--- src/rtl/cnn_pool_stream_pkg.sv ---
`default_nettype none
// ============================================================================
//  Module      : cnn_pool_stream_pkg
//  Description : Shared constants and the signed saturation helper used by
//                the CNN pooling stage and neighbouring pipeline stages.
//                C_CNN_CH / C_CNN_IDW / C_CNN_ODW are the channel count and
//                the convolution-output / pooled-output widths of stage 1.
//  Revision    : 1.0 - initial release
// ============================================================================
package cnn_pool_stream_pkg;

    localparam int C_CNN_CH  = 3;
    localparam int C_CNN_IDW = 20;
    localparam int C_CNN_ODW = 8;

    // Working width for the saturation helper; callers sign-extend into it.
    localparam int C_SAT_W = 40;

    // Signed saturation test: 1 when val lies outside the range of a signed
    // integer of 'width' bits. Callers form the clamped value from the sign
    // of val, so only the decision is shared here.
    function automatic logic sat_out_of_range(
        input logic signed [C_SAT_W-1:0] val,
        input int unsigned               width
    );
        logic signed [C_SAT_W-1:0] hi;
        logic signed [C_SAT_W-1:0] lo;
        hi = (C_SAT_W'(1) <<< (width - 1)) - C_SAT_W'(1);
        lo = ~hi;                       // -(2^(width-1))
        return (val > hi) || (val < lo);
    endfunction

endpackage
`default_nettype wire

--- src/rtl/cnn_pool_stream_lane.sv ---
`default_nettype none
// ============================================================================
//  Module      : pool_max_lane
//  Description : One channel of the pooling stage. Stage 1 registers the
//                requantised (shift, saturate, optional ReLU) input value and
//                its saturation bit. Stage 2 keeps the horizontal running max
//                over a pooling window.
//  Ports       : clk, reset      - clock, async active-high reset
//                i_valid         - stage-1 load strobe
//                i_relu          - ReLU enable for this beat
//                i_data          - signed input sample (IDW bits)
//                i_s2_en         - stage 2 consumes the stage-1 value
//                i_s2_load       - first column of a window (restart max)
//                o_row_max       - row max including current stage-1 value
//                o_sat           - saturation bit of the stage-1 value
//  Revision    : 1.0 - initial release
// ============================================================================
module pool_max_lane
    import cnn_pool_stream_pkg::*;
#(
    parameter int IDW   = C_CNN_IDW,
    parameter int ODW   = C_CNN_ODW,
    parameter int SHIFT = 4
) (
    input  logic           clk,
    input  logic           reset,
    input  logic           i_valid,
    input  logic           i_relu,
    input  logic [IDW-1:0] i_data,
    input  logic           i_s2_en,
    input  logic           i_s2_load,
    output logic [ODW-1:0] o_row_max,
    output logic           o_sat
);

    logic signed [C_SAT_W-1:0] w_ext;
    logic signed [C_SAT_W-1:0] w_shift;
    logic                      w_clamped;
    logic signed [ODW-1:0]     w_sat_val;
    logic signed [ODW-1:0]     w_q;
    logic signed [ODW-1:0]     w_max;
    logic signed [ODW-1:0]     w_row;

    logic signed [ODW-1:0]     r_s1_val;
    logic                      r_s1_sat;
    logic signed [ODW-1:0]     r_hmax;

    assign w_ext     = {{(C_SAT_W-IDW){i_data[IDW-1]}}, i_data};
    assign w_shift   = w_ext >>> SHIFT;
    assign w_clamped = sat_out_of_range(w_shift, ODW);

    // Clamp to the most positive / most negative ODW value by sign.
    assign w_sat_val = w_clamped ? {w_shift[C_SAT_W-1], {(ODW-1){~w_shift[C_SAT_W-1]}}}
                                 : w_shift[ODW-1:0];
    assign w_q       = (i_relu && w_sat_val[ODW-1]) ? '0 : w_sat_val;

    assign w_max     = (r_hmax > r_s1_val) ? r_hmax : r_s1_val;
    assign w_row     = i_s2_load ? r_s1_val : w_max;
    assign o_row_max = w_row;
    assign o_sat     = r_s1_sat;

    always_ff @(posedge clk or posedge reset) begin
        if (reset) begin
            r_s1_val <= '0;
            r_s1_sat <= 1'b0;
            r_hmax   <= '0;
        end else begin
            if (i_valid) begin
                r_s1_val <= w_q;
                r_s1_sat <= w_clamped;
            end
            if (i_s2_en) begin
                r_hmax <= w_row;
            end
        end
    end

endmodule
`default_nettype wire

--- src/rtl/cnn_pool_stream.sv ---
`default_nettype none
// ============================================================================
//  Module      : cnn_pool_stream
//  Description : Streaming requantise + ReLU + POOLxPOOL max-pool stage.
//                Raster input, one beat per i_valid, no backpressure. Two
//                register stages: requantise, then pool/output.
//  Ports       : clk, reset      - clock, async active-high reset
//                i_relu_en       - ReLU enable, latched on a frame's 1st beat
//                i_valid/i_fmap  - input beat, channel c at [c*IDW +: IDW]
//                o_valid/o_fmap  - pooled beat, channel c at [c*ODW +: ODW]
//                o_x/o_y         - output coordinate of the pooled beat
//                o_frame_done    - pulse with the last output of a frame
//                o_sat           - sticky per-frame saturation flag
//  Revision    : 1.0 - initial release
// ============================================================================
module cnn_pool_stream
    import cnn_pool_stream_pkg::*;
#(
    parameter int CH    = C_CNN_CH,
    parameter int IDW   = C_CNN_IDW,
    parameter int ODW   = C_CNN_ODW,
    parameter int SHIFT = 4,
    parameter int IN_W  = 24,
    parameter int IN_H  = 24,
    parameter int POOL  = 2
) (
    input  logic                          clk,
    input  logic                          reset,
    input  logic                          i_relu_en,
    input  logic                          i_valid,
    input  logic [CH*IDW-1:0]             i_fmap,
    output logic                          o_valid,
    output logic [CH*ODW-1:0]             o_fmap,
    output logic [$clog2(IN_W/POOL)-1:0]  o_x,
    output logic [$clog2(IN_H/POOL)-1:0]  o_y,
    output logic                          o_frame_done,
    output logic                          o_sat
);

    localparam int OUT_W = IN_W / POOL;
    localparam int OUT_H = IN_H / POOL;
    localparam int C_XW  = $clog2(IN_W);
    localparam int C_YW  = $clog2(IN_H);
    localparam int C_PW  = $clog2(POOL);
    localparam int C_OXW = $clog2(OUT_W);
    localparam int C_OYW = $clog2(OUT_H);

    // Input position: pixel coordinate plus position inside / index of window.
    logic [C_XW-1:0] r_x;
    logic [C_XW-1:0] r_ox;
    logic [C_PW-1:0] r_px;
    logic [C_YW-1:0] r_y;
    logic [C_YW-1:0] r_oy;
    logic [C_PW-1:0] r_py;
    logic            r_relu;

    // Stage-1 window metadata travelling alongside the lane registers.
    logic            r_s1_valid;
    logic            r_s1_load;
    logic            r_s1_hlast;
    logic            r_s1_vfirst;
    logic            r_s1_vlast;
    logic            r_s1_keep;
    logic            r_s1_first;
    logic [C_XW-1:0] r_s1_ox;
    logic [C_YW-1:0] r_s1_oy;

    logic [CH*ODW-1:0] r_lbuf [OUT_W];

    logic              r_o_valid;
    logic [CH*ODW-1:0] r_o_fmap;
    logic [C_OXW-1:0]  r_o_x;
    logic [C_OYW-1:0]  r_o_y;
    logic              r_o_done;
    logic              r_sat;

    logic              w_first_beat;
    logic              w_relu;
    logic [CH-1:0]     w_lane_sat;
    logic [CH*ODW-1:0] w_vmerge;
    logic [CH*ODW-1:0] w_lb_rd;
    logic [C_OXW-1:0]  w_lb_idx;
    logic              w_win_end;
    logic              w_emit;
    logic              w_lb_we;
    logic              w_last_win;

    assign w_first_beat = i_valid && (r_x == '0) && (r_y == '0);
    assign w_relu       = w_first_beat ? i_relu_en : r_relu;

    // ------------------------------------------------------------------
    // Input raster counters
    // ------------------------------------------------------------------
    always_ff @(posedge clk or posedge reset) begin
        if (reset) begin
            r_x    <= '0;
            r_ox   <= '0;
            r_px   <= '0;
            r_y    <= '0;
            r_oy   <= '0;
            r_py   <= '0;
            r_relu <= 1'b0;
        end else if (i_valid) begin
            if (w_first_beat) begin
                r_relu <= i_relu_en;
            end
            if (r_x == C_XW'(IN_W - 1)) begin
                r_x  <= '0;
                r_ox <= '0;
                r_px <= '0;
                if (r_y == C_YW'(IN_H - 1)) begin
                    r_y  <= '0;
                    r_oy <= '0;
                    r_py <= '0;
                end else begin
                    r_y <= r_y + 1'b1;
                    if (r_py == C_PW'(POOL - 1)) begin
                        r_py <= '0;
                        r_oy <= r_oy + 1'b1;
                    end else begin
                        r_py <= r_py + 1'b1;
                    end
                end
            end else begin
                r_x <= r_x + 1'b1;
                if (r_px == C_PW'(POOL - 1)) begin
                    r_px <= '0;
                    r_ox <= r_ox + 1'b1;
                end else begin
                    r_px <= r_px + 1'b1;
                end
            end
        end
    end

    // ------------------------------------------------------------------
    // Stage-1 metadata
    // ------------------------------------------------------------------
    always_ff @(posedge clk or posedge reset) begin
        if (reset) begin
            r_s1_valid  <= 1'b0;
            r_s1_load   <= 1'b0;
            r_s1_hlast  <= 1'b0;
            r_s1_vfirst <= 1'b0;
            r_s1_vlast  <= 1'b0;
            r_s1_keep   <= 1'b0;
            r_s1_first  <= 1'b0;
            r_s1_ox     <= '0;
            r_s1_oy     <= '0;
        end else begin
            r_s1_valid <= i_valid;
            if (i_valid) begin
                r_s1_load   <= (r_px == '0);
                r_s1_hlast  <= (r_px == C_PW'(POOL - 1));
                r_s1_vfirst <= (r_py == '0);
                r_s1_vlast  <= (r_py == C_PW'(POOL - 1));
                // Partial windows at the right/bottom edge are dropped.
                r_s1_keep   <= (r_ox < C_XW'(OUT_W)) && (r_oy < C_YW'(OUT_H));
                r_s1_first  <= w_first_beat;
                r_s1_ox     <= r_ox;
                r_s1_oy     <= r_oy;
            end
        end
    end

    // ------------------------------------------------------------------
    // Per-channel lanes and vertical merge against the line buffer
    // ------------------------------------------------------------------
    assign w_lb_idx = r_s1_ox[C_OXW-1:0];
    assign w_lb_rd  = r_lbuf[w_lb_idx];

    genvar gi;
    generate
        for (gi = 0; gi < CH; gi++) begin : g_lane
            logic signed [ODW-1:0] w_row;
            logic signed [ODW-1:0] w_lb;

            pool_max_lane #(
                .IDW   (IDW),
                .ODW   (ODW),
                .SHIFT (SHIFT)
            ) u_lane (
                .clk       (clk),
                .reset     (reset),
                .i_valid   (i_valid),
                .i_relu    (w_relu),
                .i_data    (i_fmap[gi*IDW +: IDW]),
                .i_s2_en   (r_s1_valid),
                .i_s2_load (r_s1_load),
                .o_row_max (w_row),
                .o_sat     (w_lane_sat[gi])
            );

            assign w_lb = w_lb_rd[gi*ODW +: ODW];
            // First window row overwrites whatever an earlier frame left.
            assign w_vmerge[gi*ODW +: ODW] = (r_s1_vfirst || (w_row > w_lb)) ? w_row : w_lb;
        end
    endgenerate

    assign w_win_end  = r_s1_valid && r_s1_keep && r_s1_hlast;
    assign w_emit     = w_win_end && r_s1_vlast;
    assign w_lb_we    = w_win_end && !r_s1_vlast;
    assign w_last_win = (r_s1_ox == C_XW'(OUT_W - 1)) && (r_s1_oy == C_YW'(OUT_H - 1));

    always_ff @(posedge clk) begin
        if (w_lb_we) begin
            r_lbuf[w_lb_idx] <= w_vmerge;
        end
    end

    // ------------------------------------------------------------------
    // Output register and sticky saturation flag
    // ------------------------------------------------------------------
    always_ff @(posedge clk or posedge reset) begin
        if (reset) begin
            r_o_valid <= 1'b0;
            r_o_fmap  <= '0;
            r_o_x     <= '0;
            r_o_y     <= '0;
            r_o_done  <= 1'b0;
            r_sat     <= 1'b0;
        end else begin
            r_o_valid <= w_emit;
            r_o_done  <= w_emit && w_last_win;
            if (w_emit) begin
                r_o_fmap <= w_vmerge;
                r_o_x    <= r_s1_ox[C_OXW-1:0];
                r_o_y    <= r_s1_oy[C_OYW-1:0];
            end
            // Pixel (0,0) restarts the flag; its own saturation still sets it.
            if (r_s1_valid) begin
                r_sat <= (r_sat & ~r_s1_first) | (|w_lane_sat);
            end
        end
    end

    assign o_valid      = r_o_valid;
    assign o_fmap       = r_o_fmap;
    assign o_x          = r_o_x;
    assign o_y          = r_o_y;
    assign o_frame_done = r_o_done;
    assign o_sat        = r_sat;

endmodule
`default_nettype wire

--- config.mk ---
export PLATFORM = sky130hd
export DESIGN_NAME = cnn_pool_stream
export DESIGN_NICKNAME = d
export VERILOG_FILES = /design/src/rtl/cnn_pool_stream_pkg.sv /design/src/rtl/cnn_pool_stream_lane.sv /design/src/rtl/cnn_pool_stream.sv
export SDC_FILE = /design/constraint.sdc
export NUM_CORES = 1
export LEC_CHECK = 0
export ABC_AREA = 0
export BUFFER_PORTS_ARGS = -buffer_cell sky130_fd_sc_hd__buf_2
export CAP_MARGIN = 20
export CORE_UTILIZATION = 35
export DETAILED_ROUTE_END_ITERATION = 16
export PLACE_DENSITY = 0.47
export SYNTH_ARGS = -nofsm -noshare
export SYNTH_HDL_FRONTEND = slang
export SYNTH_SLANG_ARGS = --single-unit
--- constraint.sdc ---
create_clock -name clk -period 8.1 [get_ports clk]
set_input_delay 0.81 -clock clk [delete_from_list [all_inputs] [get_ports clk]]
set_output_delay 0.81 -clock clk [all_outputs]
set_load 0.01 [all_outputs]
==> impl_summary.md, run 1 <==
Outcome
The run finished with clean final reports.

Setup path
The worst reg2reg path endpoint is r_lbuf[4][22]. The startpoint of the lowest-slack register-to-register path is g_lane[2].u_lane.r_s1_val[7]. The worst-case reg-to-reg path depth is 16.

Data on the critical path arrives at its endpoint at 6290 ps. Along the worst path, the maximum fanout reaches 34. The capturing element type of the critical path is a register. The critical path in this run is classified as reg -> reg. The reg-to-reg setup timing slack is around 2000 ps. The critical path required time is just over 8000 ps.

The startpoint class of the critical path is a register.

Placement
The final RePlAce weighted congestion is 0.7984. The count of buffers added on input and output ports is 86. Once detailed placement completed, the half-perimeter wirelength came to around 28,000 µm. The total instance count after detailed placement is 2,031.

Floorplanning
The initial utilization of the core area, before any placement, comes to 35.41%. Pin placement for this block handled 99 I/O pins. The floorplan step set the die width to 232.4 µm.

The y dimension of the die is 232.4 µm. The die covers 53,990 µm². In this run the core area contains between 80 and 90 standard-cell rows. In this run the standard cell core region covers between 50,000 and 60,000 µm².

Timing
The maximum operating frequency is between 150 and 200 MHz. The final sum of negative setup slack is 0 ps. The worst pin sits at a relative slew slack of 25.25%. The time the final worst path needs with I/O delays and setup is 6086 ps. The worst clock skew is 23.56 ps. The share of the clock period used by the worst path after layout is ~75%. Setup repair after global routing left no endpoint under its margin. The number of slew-limit violations in the final report was 0. For the pin with the worst max-slew slack, the measured transition is 1121 ps. The count of endpoints failing setup in the final report is 0. The number of hold-slack violations in the final timing report is 0.

Synthesis
Summed over its instances, the top area cell type makes up 46.56% of the synthesized netlist area. The most area-hungry cell type in the Yosys netlist is sky130_fd_sc_hd__edfxtp_1. The number of enable flip-flop cells after synthesis is 288. In this run the mean area of a mapped cell was 14.22 µm². The sequential cell area fraction in the yosys report is between 60% and 70%.

Counting flops and latches in the post-synthesis netlist gives between 400 and 500. By area, the combinational part of the netlist is dominated by multiplexers. Summing the areas of all and, or, nand and nor instances in the mapped netlist gives a little under a tenth of the synthesized area. Of the total synthesized cell area, the portion taken by XOR and XNOR cells is 0.2829%. Yosys printed 0 warnings. The multiplexer area fraction after synthesis is 12.87%. For this run, the leading register cell type out of synthesis is sky130_fd_sc_hd__edfxtp_1. The synthesized netlist net count is 1,424. The synthesized netlist occupies a cell area of 18,570 µm². By area the synthesized netlist is led by sky130_fd_sc_hd__edfxtp_1, sky130_fd_sc_hd__dfrtp_1, sky130_fd_sc_hd__mux4_2. The proportion of register bits with asynchronous set or reset after synthesis is roughly 30%.

The cell count after synthesis came out at 1,306. Summing the areas of all compound-gate instances in the mapped netlist gives 8.003% of the synthesized area. The count of distinct cell types in the synthesized netlist is 56. The adder and majority cell fraction of the synthesized area is 3.638%.

Route
The pre-antenna-repair detailed-routing pass consisted of 5 iterations. The post-detailed-route DRC marker count is 0. The starting DRC count in detailed routing is 674. In the final routed layout, each cell accounts on average for 20.54 µm. The number of vias after detailed routing is 10,980.

After detailed routing, the number of vias per cell comes to 5.192. The number of nets with antenna violations after detailed routing is 0. The final layout contains routed wiring with a total length of 43,430 µm.

GRT
Entering global routing, the biggest net connects 85 pins. The initial antenna violation count is 0. The via count of the first global-routing pass is about 11,000.

The first global-routing pass estimated 68,030 µm of wire. Summed over all layers, the global routing overflow is 0. The total routing usage reported by global routing is 16.59%.

Clock network
In this run, CTS created clock tree buffers numbering 44. The hold-fix buffer count after cts is 0. Gates resized during post-CTS repair numbered 0. The number of buffers on the longest clock path is 3. The H-tree depth is 2. The clock latency at the later pin of the worst-skew pair is 580 ps. The number of setup buffers added after CTS is 0.

The tree built by TritonCTS fans out to 414 sinks. TritonCTS built the clock tree. Clock-pin slew was measured on the worst setup and hold paths at 60 ps. The cell chosen for the clock root is sky130_fd_sc_hd__clkbuf_16.

Cells and area
The count of nets after finishing is 1,510. The area growth from synthesis to layout is 14.41%. Of the cells placed in the final design, the portion with a size suffix greater than 1 is 24.47%. The final instance count without filler cells is between 2,000 and 2,500.

The number of antenna cells inserted is 0.

Power and ir drop
Power spread over the standard cell area amounts to 375.4 nW/µm². The highest ir drop seen on vdd is 0.0001818 V. The static leakage power is 7.945 nW.

Worst hold path
The path class of the lowest-slack min-delay path is in -> async.

Flow run
The max-cap violation count is 0.
cell usage in the layout (no fill, tap or decap), types with 14 or more instances in the layout:
cell type                   instances
sky130_fd_sc_hd__a21oi_1           62
sky130_fd_sc_hd__mux4_2            72
sky130_fd_sc_hd__nor2_1           102
sky130_fd_sc_hd__ha_1              54
sky130_fd_sc_hd__nor3_1            35
sky130_fd_sc_hd__o21ai_0           27
sky130_fd_sc_hd__inv_1             49
sky130_fd_sc_hd__nand3_1           15
sky130_fd_sc_hd__mux2i_1           55
sky130_fd_sc_hd__dfrtp_1          121
sky130_fd_sc_hd__buf_2             86
sky130_fd_sc_hd__edfxtp_1         288
sky130_fd_sc_hd__nand4_1           14
sky130_fd_sc_hd__clkbuf_16         44
sky130_fd_sc_hd__mux2_2            17
sky130_fd_sc_hd__buf_4             28
sky130_fd_sc_hd__a31o_2            28
sky130_fd_sc_hd__a221o_1           14
sky130_fd_sc_hd__nand2_1           81
sky130_fd_sc_hd__or2_2             21
sky130_fd_sc_hd__nand3b_1          16
per-layer routing:
| metal | up-vias | global-route usage (%) | wire length [µm] |
|---|---|---|---|
| li1 | 5190 | - | - |
| met1 | 5554 | 23.56 | 20600 |
| met2 | 175 | 26.44 | 20350 |
| met3 | 56 | 2.186 | 1534 |
| met4 | 0 | 4.873 | 940 |
| met5 | - | 0 | 0 |
report_power, final:
group / total [mW] / switching [mW] / leakage [nW] / internal, mW
sequential: 3.21 / 0.297 / 4.16 / 2.91
combinational: 2.80 / 1.69 / 3.10 / 1.12
clock: 1.97 / 0.860 / 0.678 / 1.11
total: 7.98 / 2.84 / 7.95 / 5.13
per-stage QoR:
stage / total power, mW / util (%) / worst slack, ps / instance area [µm²] / hold slack (ps)
6_report: 7.977 / 40.52 / 2014 / 21250 / 291.7
4_1_cts: 8.096 / 40.47 / 2069 / 21230 / 289.9
5_1_grt: 8.506 / 40.52 / 1521 / 21250 / 325.2
3_3_place_gp: 6.042 / 37.83 / 2222 / 19840 / 457.0
2_1_floorplan: 5.161 / - / 3572 / 18570 / 451.0
3_5_place_dp: 6.089 / 37.83 / 2097 / 19840 / 460.4
cells in the mapped netlist, types with 11 or more instances:
master	instances
sky130_fd_sc_hd__a21oi_1	63
sky130_fd_sc_hd__o31ai_1	11
sky130_fd_sc_hd__a221o_1	14
sky130_fd_sc_hd__edfxtp_1	288
sky130_fd_sc_hd__mux2_2	17
sky130_fd_sc_hd__o21ai_0	27
sky130_fd_sc_hd__ha_1	54
sky130_fd_sc_hd__nand4_1	14
sky130_fd_sc_hd__nand3b_1	16
sky130_fd_sc_hd__clkbuf_1	59
sky130_fd_sc_hd__nand2b_1	11
sky130_fd_sc_hd__dfrtp_1	126
sky130_fd_sc_hd__nand2_1	81
sky130_fd_sc_hd__or2_2	21
sky130_fd_sc_hd__nor3_1	38
sky130_fd_sc_hd__inv_1	50
sky130_fd_sc_hd__a31o_2	28
sky130_fd_sc_hd__mux2i_1	55
sky130_fd_sc_hd__nand3_1	15
sky130_fd_sc_hd__a31oi_1	11
sky130_fd_sc_hd__mux4_2	72
sky130_fd_sc_hd__nor2_1	111
cell type report:
class / count / area, µm²
clock buffers: 52 / 1131
clock inverters: 28 / 255.2
fillers: 4821 / 31200
inverters: 51 / 196.4
multi-input cells: 766 / 6332
flip-flops and latches: 414 / 11810
well taps: 688 / 860.8
repair buffers: 115 / 660.6
how the worst max path moves through the flow:
stage	start	to	depth (start not counted)
floorplan	g_lane[0].u_lane.r_hmax[7]	r_lbuf[0][1]	14
global placement	g_lane[2].u_lane.r_s1_val[7]	r_lbuf[2][22]	16
detailed placement	g_lane[2].u_lane.r_s1_val[7]	r_lbuf[6][17]	16
CTS	g_lane[2].u_lane.r_s1_val[7]	r_lbuf[4][22]	16
global route	g_lane[2].u_lane.r_s1_val[7]	r_lbuf[9][21]	16
finish	g_lane[2].u_lane.r_s1_val[7]	r_lbuf[4][22]	16
critical path, stage by stage, from the launching register on:
cell,delay [ps]
sky130_fd_sc_hd__dfrtp_1,390
sky130_fd_sc_hd__inv_1,100
sky130_fd_sc_hd__ha_1,840
sky130_fd_sc_hd__nand4_1,240
sky130_fd_sc_hd__a21oi_1,880
sky130_fd_sc_hd__buf_4,330
sky130_fd_sc_hd__o32ai_1,110
sky130_fd_sc_hd__a41oi_1,410
sky130_fd_sc_hd__nand2_1,120
sky130_fd_sc_hd__ha_1,210
sky130_fd_sc_hd__nand2b_1,160
sky130_fd_sc_hd__a2111oi_0,360
sky130_fd_sc_hd__o211ai_1,200
sky130_fd_sc_hd__a21oi_2,150
sky130_fd_sc_hd__buf_4,290
sky130_fd_sc_hd__nor2_1,70
sky130_fd_sc_hd__a22oi_1,840
cells by family after synthesis:
kind of cell | after synthesis
mux | 146
buf+inv | 126
fa+ha+maj | 54
xor+xnor | 6
flops | 414
compound gates | 214
simple gates | 346
flip-flops by register name (all words and copies together) (netlist names), 3 cells and up:
name	count
r_lbuf	288
o_y	4
r_s1_ox	5
r_ox	5
o_x	4
r_oy	5
r_y	5
o_fmap	24
r_x	5
g_lane.u_lane.o_sat	3
g_lane.u_lane.r_hmax	24
r_s1_oy	5
g_lane.u_lane.r_s1_val	24
(Power assumes the default switching activity.)
==> run 2: changes to the inputs <==
==> constraint.sdc (replaced) <==
create_clock -name clk -period 5.6 [get_ports clk]
set_input_delay 0.56 -clock clk [delete_from_list [all_inputs] [get_ports clk]]
set_output_delay 0.56 -clock clk [all_outputs]
set_load 0.01 [all_outputs]
==> run 2 against run 1 <==
Sequential power up 46%. Critical endpoint is now r_lbuf[1][4]. Count of clock-buffer cells in the layout up 5. Setup slack worse by 1400 ps. Core utilization up 1.0 points. Wire length up 0.29%. Critical path type unchanged. Worst hold slack worse by 170 ps. Combinational power up 53%.
==> impl_summary.md, run 2 (synthesis gave the netlist of run 1 again) <==
Outcome
The flow ran to the end, and the final reports show no timing, DRC or antenna violations.

Route
The post-detailed-route DRC marker count came to 0 (unchanged). The total length of routed met2 wires is 20,060 µm (-1.4%). The starting DRC count in detailed routing came to 711 (+5.5%).

The highest routed metal layer is met4. The detailed-routing iteration count for the pre-antenna-repair pass is 4 (-1). The number of nets with antenna violations after detailed routing is 0 (unchanged). The mean routed wirelength per cell was 20.21 µm (-1.6%). The detail-routed via count per cell is 5.151 (-0.79%). The total length of routed met3 wires came to 1600 µm (+4.3%).

The number of vias after detailed routing was 11,100 (+1.1%). The routed metal-1 wirelength is 21,040 µm (+2.1%). The sum of routed wire length over all layers is 43,550 µm (+0.29%).

Power and ir drop
The total power density per cell area is 563.0 nW/µm² (+50%). The static leakage power is 8.251 nW (+3.8%). The highest ir drop seen on vdd is 0.0002250 V (+24%).

Placement
The final RePlAce weighted congestion is 0.7952 (-0.40%). The half-perimeter wire length of the detailed placement result is 27,880 µm (+1.2%). The number of input and output port buffers inserted is 86 (unchanged). The worst setup slack before clock tree synthesis is 542.6 ps (-1554 ps).

Timing
The maximum operating frequency came to 198.6 MHz (+21%). The share of the clock period used by the worst path after layout is 89.91% (+15 points). The number of hold-slack violations in the final timing report is 0 (unchanged). The number of slew-limit violations in the final report came to 0 (unchanged).

The time the final worst path needs with I/O delays and setup is 5035 ps (-1051 ps). The smallest setup slack after layout came to 565.0 ps (-1449 ps). The count of endpoints failing setup in the final report is 0 (unchanged). The worst clock skew came to 23.86 ps (+0.3052 ps). The worst slew margin relative to its limit is 27.93% (+2.7 points). The final sum of negative setup slack is 0 ps (unchanged).

The slew at the pin closest to its max-slew limit is 1051 ps (-70.19 ps). Setup repair after global routing left no endpoint under its margin.

Setup path
The critical path required time is 5850 ps (-2460 ps). The largest fanout on the critical path is 15 (-56%). The data arrival at the endpoint of the critical path was 5280 ps (-1010 ps).

STA classifies the critical path startpoint as a register. The capturing element type of the critical path is a register. The worst setup path is of the reg -> reg kind.

Clock network
The number of buffers on the longest clock path is 3 (unchanged). The clock latency at the later pin of the worst-skew pair is 600 ps (+20 ps). The hold-fix buffer count after cts was 0 (unchanged).

The H-tree depth was 2 (unchanged). The post-cts resize count is 0 (unchanged). TritonCTS built the clock tree.

The clock-pin slew reported for the worst setup and hold paths after clock tree synthesis is 60 ps (about the same). The number of buffers inserted during clock tree synthesis is 46 (+4.5%). The count of clock tree sinks is 414 (unchanged).

The cell chosen for the clock root is sky130_fd_sc_hd__clkbuf_16. The number of setup buffers added after CTS was 0 (unchanged).

Floorplanning
The number of rows created at floorplan is 84 (unchanged). The y dimension of the die was 232.4 µm (unchanged). The core outline area is 52,450 µm² (unchanged). The initial core utilization was 35.41% (unchanged).

The die area was 53,990 µm² (unchanged). The die width came to 232.4 µm (unchanged). The I/O pin total is 99 (unchanged).

GRT
The initial antenna violation count is 0 (unchanged). The largest net degree at the start of global routing is 86 (+1.2%). The leftover overflow at the end of global routing is 0 (unchanged). The via count of the first global-routing pass is 11,190 (+0.56%). The first-pass GRT wire length was 67,310 µm (-1.1%).

The total routing usage reported by global routing is 16.41% (-0.18 points).

Cells and area
The library cells used most frequently in the layout, excluding fill and tap cells, are sky130_fd_sc_hd__edfxtp_1, sky130_fd_sc_hd__dfrtp_1, sky130_fd_sc_hd__nor2_1, sky130_fd_sc_hd__buf_2, sky130_fd_sc_hd__nand2_1. The register with the most flip-flops is r_lbuf. The number of antenna cells inserted is 0 (unchanged).

The layout cell share with drive strength beyond 1 is 26.93% (+2.5 points). The count of nets after finishing was 1,547 (+2.5%). The number of flip-flops under the largest register name is 288 (unchanged). The number of filler cells placed in the layout is 4,821 (unchanged). The layout-stage area growth over the synthesis result is 17.34%.

The most common cell after layout, fill and taps aside is sky130_fd_sc_hd__edfxtp_1.

Worst hold path
The tightest min-delay check is of the in -> async type.

Flow run
The max-cap violation count is 0 (unchanged).
-- run 2: changes by cell type in the layout (fill, tap and decap cells not counted), sizes merged --
cell / before / now
clkinv: 21 / 16
buf: 115 / 150
bufinv: 3 / 10
clkbuf: 52 / 57
inv: 54 / 53
-- run 2: worst paths after layout --
kind	startpoint	depth (start not counted)	slack (ps)	endpoint
setup / recovery	g_lane[0].u_lane.r_hmax[7]	15	570	r_lbuf[1][4]
hold / removal	reset	2	120	g_lane[0].u_lane.r_hmax[1]
setup reg to reg	g_lane[0].u_lane.r_hmax[7]	15	570	r_lbuf[1][4]
hold reg to reg	o_x[2]	2	470	o_x[2]
max in group asynchronous	reset	3	4310	r_s1_ox[2]
min in group clk	i_fmap[39]	3	270	g_lane[1].u_lane.r_s1_val[7]
-- run 2: critical path, cell delays in order, from the launching register on --
cell	delay (ps)
sky130_fd_sc_hd__dfrtp_1	400
sky130_fd_sc_hd__ha_1	350
sky130_fd_sc_hd__and4_1	240
sky130_fd_sc_hd__o211a_1	130
sky130_fd_sc_hd__a311oi_2	290
sky130_fd_sc_hd__mux2i_2	470
sky130_fd_sc_hd__buf_4	240
sky130_fd_sc_hd__mux2i_1	310
sky130_fd_sc_hd__inv_1	110
sky130_fd_sc_hd__ha_1	320
sky130_fd_sc_hd__a21oi_1	140
sky130_fd_sc_hd__o21ai_0	100
sky130_fd_sc_hd__o32ai_1	360
sky130_fd_sc_hd__nand2b_1	160
sky130_fd_sc_hd__buf_4	230
sky130_fd_sc_hd__mux2i_1	810
-- run 2: metal layers --
metal	GRT usage, %	vias to the layer above
li1	-	5252
met1	23.35	5601
met2	25.85	188
met3	2.394	59
met4	5.037	0
met5	0	-
-- run 2: cell type report --
| cell class | count | area, µm² | share of cell area (%) |
|---|---|---|---|
| timing repair buffer | 150 | 935.9 | 4.294 |
| inverter | 51 | 196.4 | 0.9014 |
| clock buffer | 57 | 1212 | 5.563 |
| clock inverter | 29 | 442.9 | 2.032 |
| tap | 688 | 860.8 | 3.950 |
| sequential | 414 | 11810 | 54.20 |
| multi-input combinational | 766 | 6332 | 29.06 |
-- run 2: metrics by stage --
stage / power [mW] / util [%] / area, µm² / cells / hold WS, ps
global placement: 9.013 / 38.36 / 20120 / 2066 / 454.0
floorplan: 7.465 / - / 18570 / 1306 / 451.0
finish: 12.27 / 41.55 / 21790 / 2155 / 123.0
CTS: 12.44 / 41.51 / 21770 / 2152 / 133.5
detailed placement: 9.079 / 38.36 / 20120 / 2066 / 458.1
global route: 13.06 / 41.55 / 21790 / 2155 / 166.4
-- run 2: power breakdown --
part / internal, mW / switching [mW] / total [mW]
sequential: 4.19 / 0.509 / 4.70
clock: 2.02 / 1.28 / 3.30
combinational: 1.83 / 2.44 / 4.27
==> run 3: changes to the inputs <==
==> constraint.sdc (replaced) <==
create_clock -name clk -period 5.6 [get_ports clk]
set_input_delay 0.84 -clock clk [delete_from_list [all_inputs] [get_ports clk]]
set_output_delay 0.84 -clock clk [all_outputs]
set_load 0.01 [all_outputs]
==> run 3 against run 2 <==
Setup slack better by 58 ps. Critical endpoint is now r_lbuf[4][3]. Register-to-register slack better by 60 ps. Sequential share of layout area up 0.49 points.
==> impl_summary.md, run 3 (synthesis gave the netlist of run 1 again) <==
Floorplanning
The initial core utilization came to 35.41% (unchanged). The number of rows created at floorplan came to 84 (unchanged). The die width is 232.4 µm (unchanged). The y dimension of the die came to 232.4 µm (unchanged). The die area is 53,990 µm² (unchanged). The I/O pin total is 99 (unchanged).

The core outline area is 52,450 µm² (unchanged).

Setup path
The worst-case reg-to-reg path depth was 15 (unchanged). The critical path required time came to 5840 ps (about the same). The largest fanout on the critical path was 16 (+1). The signal on the critical path passes through ha_1, and4_1, o211a_1, a311oi_2, mux2i_2, buf_4, mux2i_1, inv_1, ha_1, a21oi_1, o21ai_0, o32ai_1, nand2b_1, buf_4, mux2i_1. The standard cell with the maximum stage delay on the critical path is sky130_fd_sc_hd__mux2i_1. The worst reg2reg path endpoint is r_lbuf[4][3]. The reg-to-reg setup timing slack is 620 ps (+60 ps). The dominant delay contributor by cell family on the critical path is multiplexers. The startpoint of the lowest-slack register-to-register path is g_lane[0].u_lane.r_hmax[7]. The capturing element type of the critical path is a register.

The count of buffer and inverter cells on the critical path was 3 (unchanged). The critical path endpoint is r_lbuf[4][3]. The maximum cell stage delay along the critical path is 740 ps (-70 ps). STA classifies the critical path startpoint as a register.

The critical path starts at g_lane[0].u_lane.r_hmax[7]. The type of the worst setup path is reg -> reg. The total number of cells along the worst setup path is 15 (unchanged).

The data arrival at the endpoint of the critical path is 5220 ps (-60 ps).

Power and ir drop
The overall power was 11.94 mW (-2.7%). The total power density per cell area was 552.8 nW/µm² (-1.8%). The static leakage power was 8.154 nW (-1.2%). The highest ir drop seen on vdd is 0.0002123 V (-5.6%). The switching power share of the total is 34.82% (+0.36 points).

The fraction of power consumed by the clock network is 25.2% (-1.7 points). The sequential fraction of design power is 39.6% (+1.3 points). The reported net switching power is 4.157 mW (-1.7%). The combinational power share is 35.3% (+0.5 points). The internal power contribution is 7.782 mW (-3.2%).

GRT
The total routing usage reported by global routing is 16.69% (+0.28 points). The via count of the first global-routing pass came to 11,310 (+1.0%). The first-pass GRT wire length is 68,480 µm (+1.7%). The leftover overflow at the end of global routing was 0 (unchanged). The largest net degree at the start of global routing is 101 (+17%). The initial antenna violation count is 0 (unchanged).

Timing
The count of endpoints failing setup in the final report came to 0 (unchanged). The worst clock skew is 21.62 ps (-2.246 ps). The number of hold-slack violations in the final timing report is 0 (unchanged). The slew at the pin closest to its max-slew limit was 964.5 ps (-86.47 ps).

The time the final worst path needs with I/O delays and setup is 4977 ps (-58.03 ps). The maximum operating frequency was 200.9 MHz (+1.2%). The worst slew margin relative to its limit is 33.86% (+5.9 points). The final sum of negative setup slack was 0 ps (unchanged).

Setup repair after global routing left no endpoint under its margin. The share of the clock period used by the worst path after layout is 88.87% (-1.0 points). The number of slew-limit violations in the final report came to 0 (unchanged).

Cells and area
The area of combinational cells with multiple inputs came to 6332 µm² (unchanged). The number of filler cells placed in the layout came to 4,875 (+1.1%). The area taken by flip-flops and latches is 11,810 µm² (unchanged). The count of nets after finishing is 1,547 (unchanged). The number of antenna cells inserted is 0 (unchanged). The number of flip-flops under the largest register name is 288 (unchanged).

The layout cell share with drive strength beyond 1 is 26.27% (-0.66 points). The layout-stage area growth over the synthesis result is 16.29%. The top cell types in the final layout, fill and taps aside, are sky130_fd_sc_hd__edfxtp_1, sky130_fd_sc_hd__dfrtp_1, sky130_fd_sc_hd__nor2_1, sky130_fd_sc_hd__buf_2, sky130_fd_sc_hd__nand2_1. The register with the most flip-flops is r_lbuf.

The fraction of the core area covered by cells at the end of the flow was 41.18% (-0.37 points). Leaving out fill and tap cells, the most frequent cell in the layout is sky130_fd_sc_hd__edfxtp_1.

Route
The routed metal-1 wirelength is 21,200 µm (+0.75%). The post-detailed-route DRC marker count came to 0 (unchanged). The mean routed wirelength per cell is 20.32 µm (+0.58%).

The sum of routed wire length over all layers came to 43,700 µm (+0.34%). The detailed-routing iteration count for the pre-antenna-repair pass is 7 (+3). The number of vias after detailed routing is 11,170 (+0.67%).

The number of nets with antenna violations after detailed routing was 0 (unchanged). The total length of routed met3 wires is 1581 µm (-1.2%). The starting DRC count in detailed routing was 732 (+3.0%).

The detail-routed via count per cell is 5.197 (+0.90%). The total length of routed met2 wires is 19,940 µm (-0.57%). The highest routed metal layer is met4.

Worst hold path
The path class of the tightest hold or removal check is reg -> reg.

Clock network
The post-cts resize count is 0 (unchanged). The number of buffers on the longest clock path is 3 (unchanged). The clock-pin slew reported for the worst setup and hold paths after clock tree synthesis is 60 ps (about the same). The number of buffers inserted during clock tree synthesis was 47 (+2.2%). The count of clock tree sinks is 414 (unchanged). The cell chosen for the clock root is sky130_fd_sc_hd__clkbuf_16. The clock latency at the later pin of the worst-skew pair is 590 ps (about the same).

The number of setup buffers added after CTS is 0 (unchanged). The H-tree depth is 2 (unchanged). The hold-fix buffer count after cts is 0 (unchanged). TritonCTS built the clock tree.

Outcome
The run finished with clean final reports.

Flow run
The max-cap violation count is 0 (unchanged).

Placement
The half-perimeter wire length of the detailed placement result is 28,020 µm (+0.49%). The number of input and output port buffers inserted is 86 (unchanged). The final RePlAce weighted congestion is 0.7876 (-0.96%).
[run 3: stage by stage]
step	area [µm²]	worst slack, ps	cells	hold slack (ps)
floorplan	18570	1072	1306	451.0
global placement	20100	727.6	2067	453.8
detailed placement	20100	661.3	2067	457.1
CTS	21590	643.4	2149	471.0
global route	21600	226.0	2150	497.1
finish	21600	623.1	2150	464.1
[run 3: area by class of cell]
cell class / count / share of cell area (%)
Clock inverter: 20 / 0.9674
Tap cell: 688 / 3.986
Timing Repair Buffer: 149 / 4.183
Sequential cell: 414 / 54.69
Multi-Input combinational cell: 766 / 29.32
Inverter: 51 / 0.9095
Clock buffer: 62 / 5.944
[run 3: tightest hold or removal path, stage by stage, from the launching register on]
cell and delay (ps):
sky130_fd_sc_hd__dfrtp_1 330, sky130_fd_sc_hd__nand2_1 50, sky130_fd_sc_hd__nand2_1 50
[run 3: worst min-delay path by stage]
stage / startpoint / endpoint / slack (ps) / cells after the start
6_report: o_sat / o_sat / 460 / 2
2_1_floorplan: g_lane[2].u_lane.o_sat / o_sat / 450 / 2
5_1_grt: o_x[3] / o_x[3] / 500 / 2
3_3_place_gp: o_x[3] / o_x[3] / 450 / 2
4_1_cts: o_sat / o_sat / 470 / 2
3_5_place_dp: o_sat / o_sat / 460 / 2
[run 3: power by group through the flow]
stage | clock (mW) | sequential (mW) | combinational (mW)
2_1_floorplan | 0 | 4.46 | 3.01
3_3_place_gp | 0 | 4.79 | 4.19
3_5_place_dp | 0 | 4.80 | 4.24
4_1_cts | 3.10 | 4.74 | 4.26
5_1_grt | 3.21 | 4.80 | 4.74
6_report | 3.01 | 4.72 | 4.21
[run 3: layer usage]
metal / vias up / GRT usage [%]
met5: - / 0
met4: 0 / 5.263
met3: 68 / 2.259
met2: 192 / 25.78
met1: 5677 / 24.23
li1: 5237 / -
